## config.mk

```make
export PLATFORM = sky130hd
export DESIGN_NAME = dm_access_arbiter
export DESIGN_NICKNAME = d
export VERILOG_FILES = /design/src/rtl/dm_pkg.sv /design/src/rtl/dm_access_arbiter.sv
export SDC_FILE = /design/constraint.sdc
export NUM_CORES = 1
export LEC_CHECK = 0
export ABC_AREA = 1
export BUFFER_PORTS_ARGS = -buffer_cell sky130_fd_sc_hd__buf_2
export CAP_MARGIN = 20
export CORE_AREA = 2 2 105 107
export CTS_CLUSTER_DIAMETER = 100
export DETAILED_ROUTE_END_ITERATION = 6
export DIE_AREA = 0 0 107 109
export PLACE_DENSITY = 0.62
export SKIP_LAST_GASP = 1
export SLEW_MARGIN = 30
export SYNTH_ARGS = -nofsm -noshare
export SYNTH_HDL_FRONTEND = slang
export SYNTH_SLANG_ARGS = --single-unit
```

## constraint.sdc

```tcl
create_clock -name clk -period 3.1 [get_ports clk]
set_input_delay 0.155 -clock clk [delete_from_list [all_inputs] [get_ports clk]]
set_output_delay 0.155 -clock clk [all_outputs]
set_load 0.03 [all_outputs]
```

## src/rtl/dm_pkg.sv

```systemverilog
// Shared definitions for the data-memory access arbiter.
// Holds the store-select encodings and the grant encoding used by the
// arbiter's mux.
package dm_pkg;

    localparam int unsigned ADDR_W = 32;
    localparam int unsigned DATA_W = 32;

    // Store select encodings presented to the data memory
    localparam logic [1:0] SS_WORD = 2'b11;
    localparam logic [1:0] SS_HALF = 2'b01;
    localparam logic [1:0] SS_BYTE = 2'b10;

    // Grant encoding for the DM port mux
    localparam logic [1:0] GNT_NONE = 2'b00;
    localparam logic [1:0] GNT_C    = 2'b01;
    localparam logic [1:0] GNT_D    = 2'b10;

endpackage

```

## src/rtl/dm_access_arbiter.sv

```systemverilog
// dm_access_arbiter
// Shares the single-port data memory between the CPU M stage (port C, fixed
// priority) and the debug/program loader (port D, served in idle cycles).
// A saturating starvation counter forces D ahead of C for one cycle after
// STARVE_MAX consecutive blocked cycles, stalling the CPU for that cycle.
// Ports:
//   clk, reset                      clock, async active-high reset
//   cpu_req/we/exc/addr/wdata/storesel   CPU M-stage access
//   cpu_stall                       comb: CPU must hold M stage this cycle
//   dbg_valid/we/addr/wdata         port D request (held until accepted)
//   dbg_ready                       comb: port D accepted this cycle
//   dbg_rvalid, dbg_rdata           registered read response for port D
//   dm_rdata                        comb read data from DM at dm_addr
//   dm_addr/wdata/storesel/we       DM access of the granted port
module dm_access_arbiter
    import dm_pkg::*;
#(
    parameter int unsigned STARVE_MAX = 8,
    parameter int unsigned CNT_W      = 8
) (
    input  logic        clk,
    input  logic        reset,
    input  logic        cpu_req,
    input  logic        cpu_we,
    input  logic        cpu_exc,
    input  logic [31:0] cpu_addr,
    input  logic [31:0] cpu_wdata,
    input  logic [1:0]  cpu_storesel,
    output logic        cpu_stall,
    input  logic        dbg_valid,
    input  logic        dbg_we,
    input  logic [31:0] dbg_addr,
    input  logic [31:0] dbg_wdata,
    output logic        dbg_ready,
    output logic        dbg_rvalid,
    output logic [31:0] dbg_rdata,
    input  logic [31:0] dm_rdata,
    output logic [31:0] dm_addr,
    output logic [31:0] dm_wdata,
    output logic [1:0]  dm_storesel,
    output logic        dm_we
);

    localparam logic [CNT_W-1:0] CNT_MAX = CNT_W'(STARVE_MAX);

    logic [CNT_W-1:0]  starve_cnt_q, starve_cnt_d;
    logic              dbg_rvalid_q, dbg_rvalid_d;
    logic [DATA_W-1:0] dbg_rdata_q,  dbg_rdata_d;

    logic       force_d;
    logic [1:0] gnt;

    // Word alignment drops the low address bits of port D
    logic unused_dbg_addr_lsb;
    assign unused_dbg_addr_lsb = ^dbg_addr[1:0];

    // Grant selection: forced D beats C, C beats D, D takes idle cycles
    always_comb begin
        force_d = dbg_valid && (starve_cnt_q == CNT_MAX);
        gnt     = GNT_NONE;
        if (force_d) begin
            gnt = GNT_D;
        end else if (cpu_req) begin
            gnt = GNT_C;
        end else if (dbg_valid) begin
            gnt = GNT_D;
        end
    end

    // DM port mux; an idle cycle presents the CPU address with no write
    always_comb begin
        cpu_stall   = force_d && cpu_req;
        dbg_ready   = 1'b0;
        dm_we       = 1'b0;
        dm_addr     = cpu_addr;
        dm_wdata    = cpu_wdata;
        dm_storesel = cpu_storesel;
        case (gnt)
            GNT_C: begin
                // An excepting store keeps the grant but must not commit
                dm_we = cpu_we && !cpu_exc;
            end
            GNT_D: begin
                dbg_ready   = 1'b1;
                dm_we       = dbg_we;
                dm_addr     = {dbg_addr[31:2], 2'b00};
                dm_wdata    = dbg_wdata;
                dm_storesel = SS_WORD;
            end
            default: ;
        endcase
    end

    // Starvation counter and read-response next state
    always_comb begin
        starve_cnt_d = starve_cnt_q;
        if (dbg_ready) begin
            starve_cnt_d = '0;
        end else if (dbg_valid && (starve_cnt_q != CNT_MAX)) begin
            starve_cnt_d = starve_cnt_q + CNT_W'(1);
        end

        dbg_rvalid_d = dbg_ready && !dbg_we;
        dbg_rdata_d  = dbg_rdata_q;
        if (dbg_rvalid_d) begin
            dbg_rdata_d = dm_rdata;
        end
    end

    always_ff @(posedge clk or posedge reset) begin
        if (reset) begin
            starve_cnt_q <= '0;
            dbg_rvalid_q <= 1'b0;
            dbg_rdata_q  <= '0;
        end else begin
            starve_cnt_q <= starve_cnt_d;
            dbg_rvalid_q <= dbg_rvalid_d;
            dbg_rdata_q  <= dbg_rdata_d;
        end
    end

    assign dbg_rvalid = dbg_rvalid_q;
    assign dbg_rdata  = dbg_rdata_q;

endmodule

```

* Yosys cells after proc, flatten, opt, wreduce, memory -nomap -nowiden
Index checks and enable logic that the tools add are counted.
Operators by class: eq/ne operators 4, reduce and logical (&&, ||, !) cells 8, add/sub/neg operators 1, mux-type cells 10
Operators by type and width (number):
- 32-bit two-way mux | 2
- 8-bit two-way mux | 2
- 8-bit by 1-bit adder with 8-bit output, second input constant | 1
- 8-bit by 4-bit equality test with 1-bit output, second input constant | 1
- 2-bit two-way mux | 4
- 8-bit by 4-bit != test with 1-bit output, second input constant | 1
- 1-bit logical AND | 5
- 2-bit by 1-bit equality test with 1-bit output, second input constant | 1
- 2-bit equality test, second input constant | 1
- 1-bit zero test | 2
- 1-bit one-hot mux with 2 select lines | 1
- 2-bit nonzero test | 1
- 1-bit two-way mux | 1
Word-level totals: output and inout bits 102, bits in registers 41, word-level logic and storage cells 26, input port bits 169

* Depth between registers and ports, before layout
word-level depth 6, mapped depth 10

* Worst setup path after synthesis
Ideal clock, no wire load.
path type flip-flop to output port, start register starve_cnt_q[0], end output dm_addr[0], setup slack 1.423 ns, stages on the path, launching flop included 9, buffers on the path 1, data arrival time 1.522 ns, path through dfrtp_1 -> inv_1 -> ha_1 -> nand2_2 -> nor2_2 -> nand2_2 -> nand2_4 -> buf_2 -> nor2_1
On the way: word-level cells in the longest chain between the ends 5
Ends and longest elaborated chain:
- from (decl) | line dm_access_arbiter.sv:46 | logic [CNT_W-1:0] starve_cnt_q, starve_cnt_d;
- from (signal assigned) | line dm_access_arbiter.sv:116 | starve_cnt_q <= starve_cnt_d;
- 8-bit by 4-bit equality test with 1-bit output | line dm_access_arbiter.sv:59 | force_d = dbg_valid && (starve_cnt_q == CNT_MAX);
- 1-bit logical AND | line dm_access_arbiter.sv:59
- 2-bit two-way mux | line dm_access_arbiter.sv:61 | if (force_d) begin
- 2-bit equality test | line dm_access_arbiter.sv:78 | case (gnt)
- 32-bit two-way mux | line dm_access_arbiter.sv:78
- to (decl) | line dm_access_arbiter.sv:38 | output logic [31:0] dm_addr,
No other way between the ends.

* Worst setup path in the final report
start register starve_cnt_q[0], end output dm_wdata[31]
On the way: word-level cells in the longest chain between the ends 5
Ends and longest elaborated chain:
- 8-bit by 4-bit equality test with 1-bit output | line dm_access_arbiter.sv:59
- 1-bit logical AND | line dm_access_arbiter.sv:59
- 2-bit two-way mux | line dm_access_arbiter.sv:61
- 2-bit equality test | line dm_access_arbiter.sv:78
- 32-bit two-way mux | line dm_access_arbiter.sv:78
- to (decl) | line dm_access_arbiter.sv:39 | output logic [31:0] dm_wdata,
No other way between the ends.

==> impl_results.md <==
- Initial antenna violation count: 0
- CP max FO: 62
- Cell taking the most area after synthesis: dfrtp_1
- Setup TNS: 0 ns
- Status: complete, no violations
- Reg-to-reg startpoint: starve_cnt_q[0]$_DFFE_PP0P_
- Yosys warns: 0
- CTS Root Cell: clkbuf_8
- Drt pass-1 iters: 4
- Die area: 11,700 µm²
- Max Cap Violations: 0
- # port buffers: 268
- Non-Filler Instances: 815
- Vias in the first global route: 2,902
- CP peak stage delay: around 0.49 ns
- Cell count after synthesis: 417
- CP startpoint kind: register
- Starting DRT DRC Count: between 150 and 200
- Most Used Layer, Global Route: met2
- Crit path arrival time: 2.40 ns
- Die Height: 109 µm
- Netlist cell types: 22
- Routed WL per cell: about 12 µm
- Vias: 3,426
- Post-synth top area share: 38.9%
- Clk sinks: 41
- M2 GR Usage: a little under a quarter
- Peak supply drop: 0.000265 V
- Pin count of the biggest net entering global routing: 63
- Crit path kind: register to output port
- Tot GR Track Use: 14.8%
- Wirelength, routed: about 9700 µm
- Resize count post-CTS: 0
- FP Rows: 38
- DRC: 0
- Worst Setup End Kind: output port
- CP Cell Sequence: inv_1, ha_1, nand2_2, nor2_2, nand2_2, nand2_4, inv_2, buf_4, nand2_1, nand2_1, buf_2
- First-pass GRT wire length: approximately 14,000 µm
- RSZ-0062 raised after global routing: false
- DR vias/cell: 4.20
- Clock Latency Late Sink: 0.29 ns
- Crit path from: starve_cnt_q[0]$_DFFE_PP0P_
- H-tree levels: 2
- Worst Hold Class: primary input to register
- Layout Area Growth over Synthesis: 58.4%
- Max_slew headroom: 58.1%
- Final Hold Violating Endpoints: 0
- Commonest non-fill, non-tap cell in the layout: buf_2
- Number of buffers created by CTS: 5
- Clk buf depth: 2
- GRT overflow: 0
- Die X: 107 µm
- Least-Margin Pin Slew: roughly 0.63 ns
- Cell Count Post-Placement: approximately 810
- FF+latch count, synth: 41
- Minimum clock period: 2.56 ns
- Pleak: 2.70 nW
- Most frequent cells in the layout: buf_2 (268), nand2_1 (255), dfrtp_1 (41)
- Setup Viol. Count Final: 0
- HP Start: dm_rdata[1]
- Pwr/cell area: 459 nW/µm²
- Antenna fix cells: 0
- Final Cycle Share: 82.5%
- Initial Util: 24.9%
- Worst path slowest cell: buf_4
- Global routing usage on met1: between 10% and 20%
- DP HPWL: 7790 µm
- Achievable Freq: 0.391 GHz
- Most area-consuming cells after synthesis: dfrtp_1 (39%), nand2_1 (36%), nand3_1 (7.0%)
- Worst-path clk slew: roughly 0.080 ns
- Final Max Slew Viols: 0
- Share of layout cells above drive strength 1: around 44%
- FF-to-FF setup slack: 1.15 ns
- ANT nets after route: 0
- Req. time, crit path: 2.94 ns
- Routability cong.: 0.716
- Final #Nets: 845
- Boundary Pins: 271
- TritonCTS clock tree: yes
- Core area: 10,600 µm²
- Cell Area, Synth: 2640 µm²
- Syn Nets: 588
- Clock Skew: 0.00942 ns
- Met3 Use GR: 5.02%
- Sequential area share after synthesis: 38.9%
- Synthesized area per cell: approximately 6.3 µm²
metrics by stage:
stage / area [µm²] / worst slack (ns) / util, % / hold slack [ns] / power [mW]
after floorplan: 2640 / 1.42 / - / 0.300 / 1.19
after global placement: 4050 / 0.880 / 38.2 / 0.0760 / 1.48
after detailed placement: 4050 / 0.820 / 38.2 / 0.0918 / 1.49
after CTS: 4180 / 0.486 / 39.4 / 0.0807 / 1.94
after global routing: 4180 / 0.298 / 39.4 / 0.0888 / 2.04
final: 4180 / 0.543 / 39.4 / 0.0917 / 1.92
metal layers:
layer  wire length (µm)  vias up
li1                   -     1772
met3                980        6
met4                 61        0
met5                  0        -
met2               4470      142
met1               4180     1506
state kept, by name, indices dropped and copies added (netlist names):
name / flops
dbg_rdata: 32
starve_cnt_q: 8
dbg_rvalid: 1
worst max-delay path, delay by kind of cell (launching register included):
kind          cells  cell delay, ns
fa+ha+maj         1            0.20
buf+inv           4            0.89
flops             1            0.39
simple gates      6            0.60
where the power goes:
| part | total [mW] | leakage, nW | internal (mW) | switching (mW) |
|---|---|---|---|---|
| Sequential | 0.662 | 0.521 | 0.616 | 0.0459 |
| Clock | 0.441 | 0.0585 | 0.263 | 0.178 |
| Combinational | 0.814 | 2.12 | 0.258 | 0.556 |
| Total | 1.92 | 2.70 | 1.14 | 0.780 |
area by class of cell:
class | count | area, µm²
Fill cell | 1131 | 6430
Timing Repair Buffer | 274 | 1400
Multi-Input combinational cell | 333 | 1390
Sequential cell | 41 | 1030
Tap cell | 140 | 175
Clock buffer | 7 | 86.3
Inverter | 19 | 71.3
Clock inverter | 1 | 30.0
Yosys cell counts:
| cell type | count |
|---|---|
| a21oi_1 | 3 |
| buf_2 | 15 |
| buf_4 | 1 |
| buf_6 | 4 |
| buf_8 | 1 |
| clkbuf_1 | 3 |
| dfrtp_1 | 41 |
| ha_1 | 2 |
| inv_1 | 16 |
| inv_2 | 3 |
| nand2_1 | 255 |
| nand2_2 | 13 |
| nand2_4 | 1 |
| nand3_1 | 37 |
| nand4_1 | 1 |
| nor2_1 | 11 |
| nor2_2 | 1 |
| nor3_1 | 3 |
| o21ai_0 | 1 |
| o22ai_1 | 1 |
| or2_2 | 2 |
| xor2_1 | 2 |
path summary, 6_finish.rpt:
| kind | to | depth (start not counted) |
|---|---|---|
| setup / recovery | dm_wdata[31] | 11 |
| hold / removal | dbg_rdata[1]$_DFFE_PP0P_ | 3 |
| setup reg to reg | dbg_rdata[30]$_DFFE_PP0P_ | 9 |
| hold reg to reg | dbg_rdata[26]$_DFFE_PP0P_ | 2 |
| max in group asynchronous | dbg_rdata[19]$_DFFE_PP0P_ | 4 |
| min in group asynchronous | starve_cnt_q[0]$_DFFE_PP0P_ | 3 |
timing repair:
item	in CTS	in global routing
endpoints found under the hold margin	8	0
buffers inserted	0	0
hold buffers	1	0
cells by family after synthesis:
| logic type | count (synthesis) | share of synthesized area, % |
|---|---|---|
| simple gates | 324 | 49.9 |
| buf+inv | 43 | 8.54 |
| flops | 41 | 38.9 |
| compound gates | 5 | 0.996 |
| xor+xnor | 2 | 0.665 |
| fa+ha+maj | 2 | 0.949 |
Note: power is estimated with default switching activity, not from simulation.
